**src/rtl/lcd_pkg.sv**
```systemverilog
// Shared timing defaults, FSM state encoding and command helpers for the
// character-LCD bus scheduler.
package lcd_pkg;

    localparam int T_SETUP_DEF = 8;
    localparam int T_EHIGH_DEF = 50;
    localparam int T_HOLD_DEF  = 4;
    localparam int T_GAP_DEF   = 200;
    localparam int T_WAIT_DEF  = 8000;
    localparam int T_LONG_DEF  = 328000;

    typedef enum logic [3:0] {
        ST_IDLE    = 4'd0,
        ST_SETUP_H = 4'd1,
        ST_EHI_H   = 4'd2,
        ST_HOLD_H  = 4'd3,
        ST_GAP     = 4'd4,
        ST_SETUP_L = 4'd5,
        ST_EHI_L   = 4'd6,
        ST_HOLD_L  = 4'd7,
        ST_WAIT    = 4'd8
    } lcd_state_t;

    // Clear display (0x01) and return home (0x02/0x03) need the long execution wait.
    function automatic logic is_long_cmd(input logic rs, input logic [7:0] data);
        return !rs && (data == 8'h01 || data == 8'h02 || data == 8'h03);
    endfunction

    function automatic int max_of3(input int a, input int b, input int c);
        int m;
        m = (a > b) ? a : b;
        return (m > c) ? m : c;
    endfunction

endpackage

```
**src/rtl/lcd_rr_arbiter.sv**
```systemverilog
// Round-robin arbiter: combinational one-hot grant, pointer moves past the
// winner whenever the grant is consumed (advance strobe).
module lcd_rr_arbiter
    import lcd_pkg::*;
#(
    parameter int N_REQ = 2
) (
    input  logic             clk,
    input  logic             rst,
    input  logic [N_REQ-1:0] i_req,
    input  logic             i_advance,
    output logic [N_REQ-1:0] o_grant
);

    localparam int PW = (N_REQ > 1) ? $clog2(N_REQ) : 1;

    logic [PW-1:0] r_ptr;
    logic [PW-1:0] w_win;
    logic [PW-1:0] w_ptr_nxt;
    logic          w_found;

    // First pass covers indices at/above the pointer, second pass wraps around.
    always_comb begin
        o_grant = '0;
        w_win   = '0;
        w_found = 1'b0;
        for (int i = 0; i < N_REQ; i++) begin
            if (!w_found && i_req[i] && (i >= int'(r_ptr))) begin
                w_found    = 1'b1;
                o_grant[i] = 1'b1;
                w_win      = PW'(i);
            end
        end
        for (int i = 0; i < N_REQ; i++) begin
            if (!w_found && i_req[i] && (i < int'(r_ptr))) begin
                w_found    = 1'b1;
                o_grant[i] = 1'b1;
                w_win      = PW'(i);
            end
        end
    end

    always_comb begin
        w_ptr_nxt = '0;
        if (int'(w_win) != N_REQ - 1) begin
            w_ptr_nxt = w_win + PW'(1);
        end
    end

    always_ff @(posedge clk or posedge rst) begin
        if (rst) begin
            r_ptr <= '0;
        end else if (i_advance && w_found) begin
            r_ptr <= w_ptr_nxt;
        end
    end

endmodule

```
**src/rtl/lcd_bus_scheduler.sv**
```systemverilog
// Shares the 4-bit HD44780 LCD bus between N_REQ requesters; one byte write
// (two nibble strobes plus execution wait) per round-robin grant.
module lcd_bus_scheduler
    import lcd_pkg::*;
#(
    parameter int N_REQ   = 2,
    parameter int T_SETUP = T_SETUP_DEF,
    parameter int T_EHIGH = T_EHIGH_DEF,
    parameter int T_HOLD  = T_HOLD_DEF,
    parameter int T_GAP   = T_GAP_DEF,
    parameter int T_WAIT  = T_WAIT_DEF,
    parameter int T_LONG  = T_LONG_DEF
) (
    input  logic               clk,
    input  logic               rst,
    input  logic [N_REQ-1:0]   req,
    input  logic [N_REQ-1:0]   req_rs,
    input  logic [8*N_REQ-1:0] req_data,
    output logic [N_REQ-1:0]   ack,
    output logic               busy,
    output logic [3:0]         lcd_data,
    output logic               lcd_e,
    output logic               lcd_rs,
    output logic               lcd_rw,
    output logic [3:0]         dbg_state
);

    // Handshake: req with rs/data held stable until a one-cycle ack; ack marks the
    // capture edge, and req still high in the ack cycle counts as the next request.

    localparam int CW = $clog2(max_of3(T_WAIT, T_LONG, T_GAP) + 1);

    localparam logic [CW-1:0] C_SETUP = CW'(T_SETUP - 1);
    localparam logic [CW-1:0] C_EHIGH = CW'(T_EHIGH - 1);
    localparam logic [CW-1:0] C_HOLD  = CW'(T_HOLD - 1);
    localparam logic [CW-1:0] C_GAP   = CW'(T_GAP - 1);
    localparam logic [CW-1:0] C_WAIT  = CW'(T_WAIT - 1);
    localparam logic [CW-1:0] C_LONG  = CW'(T_LONG - 1);

    lcd_state_t       r_state;
    lcd_state_t       w_state_nxt;
    logic [CW-1:0]    r_cnt;
    logic [CW-1:0]    w_cnt_nxt;
    logic             r_rs;
    logic [7:0]       r_data;
    logic [N_REQ-1:0] r_ack;
    logic             r_busy;
    logic [3:0]       r_lcd_data;
    logic             r_lcd_e;
    logic             r_lcd_rs;

    logic [N_REQ-1:0] w_grant;
    logic             w_advance;
    logic             w_sel_rs;
    logic [7:0]       w_sel_data;
    logic             w_rs_nxt;
    logic [7:0]       w_data_nxt;
    logic [3:0]       w_lcd_data_nxt;
    logic             w_lcd_rs_nxt;

    lcd_rr_arbiter #(.N_REQ(N_REQ)) u_arb (
        .clk       (clk),
        .rst       (rst),
        .i_req     (req),
        .i_advance (w_advance),
        .o_grant   (w_grant)
    );

    always_comb begin
        w_sel_rs   = 1'b0;
        w_sel_data = '0;
        for (int i = 0; i < N_REQ; i++) begin
            if (w_grant[i]) begin
                w_sel_rs   = req_rs[i];
                w_sel_data = req_data[8*i +: 8];
            end
        end
    end

    // Each timed state loads (T-1) on entry and leaves when the counter hits zero.
    always_comb begin
        w_state_nxt = r_state;
        w_cnt_nxt   = r_cnt - CW'(1);
        w_advance   = 1'b0;
        case (r_state)
            ST_IDLE: begin
                w_cnt_nxt = r_cnt;
                if (|req) begin
                    w_advance   = 1'b1;
                    w_state_nxt = ST_SETUP_H;
                    w_cnt_nxt   = C_SETUP;
                end
            end
            ST_SETUP_H: if (r_cnt == '0) begin w_state_nxt = ST_EHI_H;   w_cnt_nxt = C_EHIGH; end
            ST_EHI_H:   if (r_cnt == '0) begin w_state_nxt = ST_HOLD_H;  w_cnt_nxt = C_HOLD;  end
            ST_HOLD_H:  if (r_cnt == '0) begin w_state_nxt = ST_GAP;     w_cnt_nxt = C_GAP;   end
            ST_GAP:     if (r_cnt == '0) begin w_state_nxt = ST_SETUP_L; w_cnt_nxt = C_SETUP; end
            ST_SETUP_L: if (r_cnt == '0) begin w_state_nxt = ST_EHI_L;   w_cnt_nxt = C_EHIGH; end
            ST_EHI_L:   if (r_cnt == '0) begin w_state_nxt = ST_HOLD_L;  w_cnt_nxt = C_HOLD;  end
            ST_HOLD_L: begin
                if (r_cnt == '0) begin
                    w_state_nxt = ST_WAIT;
                    w_cnt_nxt   = is_long_cmd(r_rs, r_data) ? C_LONG : C_WAIT;
                end
            end
            ST_WAIT:    if (r_cnt == '0) begin w_state_nxt = ST_IDLE;    w_cnt_nxt = '0;      end
            default: begin
                w_state_nxt = ST_IDLE;
                w_cnt_nxt   = '0;
            end
        endcase
    end

    // Pin values are derived from the next state so the pins change on the
    // same edge as the state, keeping every output a plain register.
    always_comb begin
        w_rs_nxt       = w_advance ? w_sel_rs   : r_rs;
        w_data_nxt     = w_advance ? w_sel_data : r_data;
        w_lcd_data_nxt = r_lcd_data;
        w_lcd_rs_nxt   = r_lcd_rs;
        if (w_state_nxt == ST_SETUP_H) begin
            w_lcd_data_nxt = w_data_nxt[7:4];
            w_lcd_rs_nxt   = w_rs_nxt;
        end else if (w_state_nxt == ST_SETUP_L) begin
            w_lcd_data_nxt = w_data_nxt[3:0];
            w_lcd_rs_nxt   = w_rs_nxt;
        end
    end

    always_ff @(posedge clk or posedge rst) begin
        if (rst) begin
            r_state <= ST_IDLE;
            r_cnt   <= '0;
        end else begin
            r_state <= w_state_nxt;
            r_cnt   <= w_cnt_nxt;
        end
    end

    always_ff @(posedge clk or posedge rst) begin
        if (rst) begin
            r_rs       <= 1'b0;
            r_data     <= '0;
            r_ack      <= '0;
            r_busy     <= 1'b0;
            r_lcd_data <= '0;
            r_lcd_e    <= 1'b0;
            r_lcd_rs   <= 1'b0;
        end else begin
            r_rs       <= w_rs_nxt;
            r_data     <= w_data_nxt;
            r_ack      <= w_advance ? w_grant : '0;
            r_busy     <= (w_state_nxt != ST_IDLE);
            r_lcd_data <= w_lcd_data_nxt;
            r_lcd_e    <= (w_state_nxt == ST_EHI_H) || (w_state_nxt == ST_EHI_L);
            r_lcd_rs   <= w_lcd_rs_nxt;
        end
    end

    assign ack       = r_ack;
    assign busy      = r_busy;
    assign lcd_data  = r_lcd_data;
    assign lcd_e     = r_lcd_e;
    assign lcd_rs    = r_lcd_rs;
    assign lcd_rw    = 1'b0;
    assign dbg_state = r_state;

endmodule

```
**config.mk**
```make
export PLATFORM = sky130hd
export DESIGN_NAME = lcd_bus_scheduler
export DESIGN_NICKNAME = d
export VERILOG_FILES = /design/src/rtl/lcd_pkg.sv /design/src/rtl/lcd_rr_arbiter.sv /design/src/rtl/lcd_bus_scheduler.sv
export SDC_FILE = /design/constraint.sdc
export NUM_CORES = 1
export LEC_CHECK = 0
export ABC_AREA = 1
export CAP_MARGIN = 10
export CORE_MARGIN = 4
export CORE_UTILIZATION = 47
export CTS_CLUSTER_SIZE = 40
export DETAILED_ROUTE_END_ITERATION = 12
export PLACE_DENSITY = 0.7
export SKIP_CTS_REPAIR_TIMING = 1
export SLEW_MARGIN = 20
export SYNTH_ARGS = -nofsm -noshare
export SYNTH_HDL_FRONTEND = slang
export SYNTH_SLANG_ARGS = --single-unit
```
**constraint.sdc**
```tcl
create_clock -name clk -period 2.3 [get_ports clk]
set_input_delay 0.46 -clock clk [delete_from_list [all_inputs] [get_ports clk]]
set_output_delay 0.46 -clock clk [all_outputs]
set_load 0.1 [all_outputs]
```
==> summary.md <==
| Metric | Value |
|---|---|
| Status | finished, final reports clean |
| Rel. slew slack | 0.6502 |
| Skew final | 5.225 ps |
| Setup-failing EPs final | 0 |
| FILL cells | around 470 |
| Setup crit start | r_cnt[0] |
| Crit path DAT | 2270 ps |
| Core area | 5172 µm² |
| Fin nets | a little over 400 |
| Synth Flop Type | dfrtp_1 |
| H-tree depth | 2 |
| Yosys reg bits | 42 |
| Grt total ovfl | 0 |
| Leak pwr | 0.001452 µW |
| Via count of the first global-routing pass | between 2,000 and 2,500 |
| Setup TNS Final | 0 ps |
| FP Rows | 26 |
| Post-DR vias/cell | 5.031 |
| Placed cell area | slightly below 3000 µm² |
| Critical Path RT | 2460 ps |
| Antenna Violating Nets Remaining | 0 |
| Synth Cell Area | 2530 µm² |
| Cell family with most CP delay | simple AND/OR/NAND/NOR gates |
| Number of flops mapped to enable cells by yosys | 0 |
| Vias | 2,259 |
| Clock Tree Buf Depth | 2 |
| Drt wl/cell | between 10 and 15 µm |
| Async S/R FF share, synth | 1.000 |
| Area share of the largest cell type after synthesis | 0.4154 |
| Initial DRC count | 139 |
| Clk Latency, worst-skew pair | 280 ps |
| CTS root buf | clkbuf_8 |
| Remaining DRCs | 0 |
| Distinct cells, synth | 38 |
| Final wirelength | 5.677 mm |
| Startpoint types | flip-flop |
| Reg2reg setup slack | roughly 190 ps |
| Ports | 36 |
| Reg2reg end | r_cnt[18] |
| CTS tree | done |
| Most frequent cells after synthesis | nand2_1 (77), inv_1 (47), dfrtp_1 (42) |
| N_diodes | 0 |
| Initial Util | 0.4891 |
| Actual slew at the worst max-slew pin | approximately 520 ps |
| Hold Vio Cnt, Final | 0 |
| RePlAce Congestion | 0.8407 |
| WS Path Type | reg2reg |
| Seq/Total Area, Yosys | 0.4154 |
| CP peak stage delay | 410 ps |
| Post-Syn Nets | 358 |
| Pwr Density | 580.0 nW/µm² |
| Pins Over Slew Limit | 0 |
| Die footprint | between 6000 and 7000 µm² |
| Initial antenna violation count | 0 |
| Crit path cell chain | inv_1, ha_1, nand2_2, nor2_4, nand3_4, buf_4, nand2_1, o21ai_0, o21ai_0, o21ai_0 |
| Yosys warns | 0 |
| Clk sink count | between 40 and 50 |
| Post-route minimum period | between 2000 and 2500 ps |
| WP depth | 10 |
| Worst Setup End Kind | flip-flop |
| Cells after Synth | 335 |
| Syn Area/Cell | 7.552 µm² |
| Die Width | 81.37 µm |
| First-pass GRT wire length | approximately 10 mm |
| Total track usage | 0.1980 |
| Max Cap Viol | 0 |
| Setup crit end | r_cnt[18] |
| Layout area overhead | 20.57% |
| Most common cell in the netlist | nand2_1 |
| Clock Pin Slew Worst Setup and Hold Paths | 80 ps |
| Layout cell share with drive strength beyond 1 | 0.1398 |
| Num CTS Buffers | 5 |
| Cell taking the most area after synthesis | dfrtp_1 |
| FF-to-FF path depth | 10 |
| Crit path max fanout | 10 |
| Drt pass-1 iters | 4 |
| Slowest stage cell, crit path | dfrtp_1 |
| WP buf/inv | 2 |
| Largest net degree at the start of global routing | 43 |
| Hpwl dp | 4.334 mm |
| Post-route design area | 3050 µm² |
| Period utilization | 0.9174 |
| Worst reg2reg startpoint | r_cnt[0] |
| Die height | 81.37 µm |
| Worst min-delay path class | reg2reg |
| RSZ-0062 raised after global routing | false |
| Largest cells by area after synthesis | dfrtp_1 (42%), nand2_1 (11%), inv_1 (7.0%), nand3_1 (6.5%), nor2_1 (5.5%) |
| VDD IR max | 498.2 µV |
| Most frequent cell on the critical path | o21ai_0 |
| Highest clock rate | roughly 0.47 GHz |
| I/O Buffers | 34 |
flip-flops by register name, indices dropped and copies added, names as in the netlist:
| register | cells |
|---|---|
| r_data | 8 |
| lcd_rs | 1 |
| lcd_e | 1 |
| dbg_state | 4 |
| ack | 2 |
| u_arb.r_ptr | 1 |
| r_rs | 1 |
| busy | 1 |
| lcd_data | 4 |
| r_cnt | 19 |
per-stage QoR:
stage / setup slack (ps) / util / power [µW] / instances / hold WS, ps
after CTS: 79.69 / 0.5810 / 1783 / 443 / 493.4
after floorplan: 142.7 / - / 1205 / 335 / 469.1
after detailed placement: 100.7 / 0.5651 / 1317 / 437 / 470.9
after global placement: 128.8 / 0.5651 / 1309 / 437 / 471.4
after global routing: 17.36 / 0.5897 / 1887 / 449 / 524.0
final: 190.0 / 0.5897 / 1769 / 449 / 489.0
layer usage:
layer / up-vias / global-route usage / wire (µm)
met1: 1044 / 0.2629 / 2653
met4: 0 / 0.06081 / 85
met2: 38 / 0.3241 / 2746
met5: - / 0 / 0
li1: 1169 / - / -
met3: 8 / 0.03991 / 191
area by class of cell:
class                           count  area, µm²  area share
Clock buffer                        6      82.58     0.02707
Inverter                           47      176.4     0.05783
Tap cell                           70      87.58     0.02871
Sequential cell                    42       1054      0.3454
Timing Repair Buffer               46      397.9      0.1304
Multi-Input combinational cell    238       1252      0.4106
worst min path at each step:
| stage | startpoint | end | slack [ps] | cells after the start |
|---|---|---|---|---|
| 2_1_floorplan | r_cnt[7] | r_cnt[7] | 470 | 2 |
| 3_3_place_gp | lcd_data[2] | lcd_data[2] | 470 | 2 |
| 3_5_place_dp | lcd_data[2] | lcd_data[2] | 470 | 2 |
| 4_1_cts | lcd_data[2] | lcd_data[2] | 490 | 2 |
| 5_1_grt | lcd_data[2] | lcd_data[2] | 520 | 2 |
| 6_report | lcd_data[2] | lcd_data[2] | 490 | 2 |
cell usage in the layout, fill, tap and decap left out, drive strengths merged, types with 6 or more instances in the layout:
| master | n |
|---|---|
| inv | 47 |
| o21ai | 29 |
| buf | 25 |
| nand3 | 37 |
| clkdlybuf4s50 | 21 |
| nor2 | 42 |
| dfrtp | 42 |
| nand2 | 83 |
| nand4 | 7 |
| a21oi | 8 |
| xor2 | 10 |
| clkbuf | 6 |
logic make-up (layout without fill, tap and decap cells):
kind of cell / Yosys count / count (layout) / synth area share
AOI/OAI and AO/OA: 48 / 48 / 0.1172
xor gates and xnor gates: 12 / 12 / 0.04154
adders and majority gates: 1 / 1 / 0.004945
buffers and inverters: 55 / 99 / 0.08951
DFF: 42 / 42 / 0.4154
other: 1 / 1 / 0.001482
and+or+nand+nor: 176 / 176 / 0.3299
tightest hold or removal path, cell delays in order (launching register included):
cell and delay [ps]:
dfrtp_1 350, nand2_1 50, nand2_1 50
where the power goes:
| group | internal, µW | switching (µW) |
|---|---|---|
| clock network | 232 | 233 |
| registers | 827 | 81.7 |
| logic | 157 | 240 |
No activity file was read; power rests on OpenSTA's default activity.
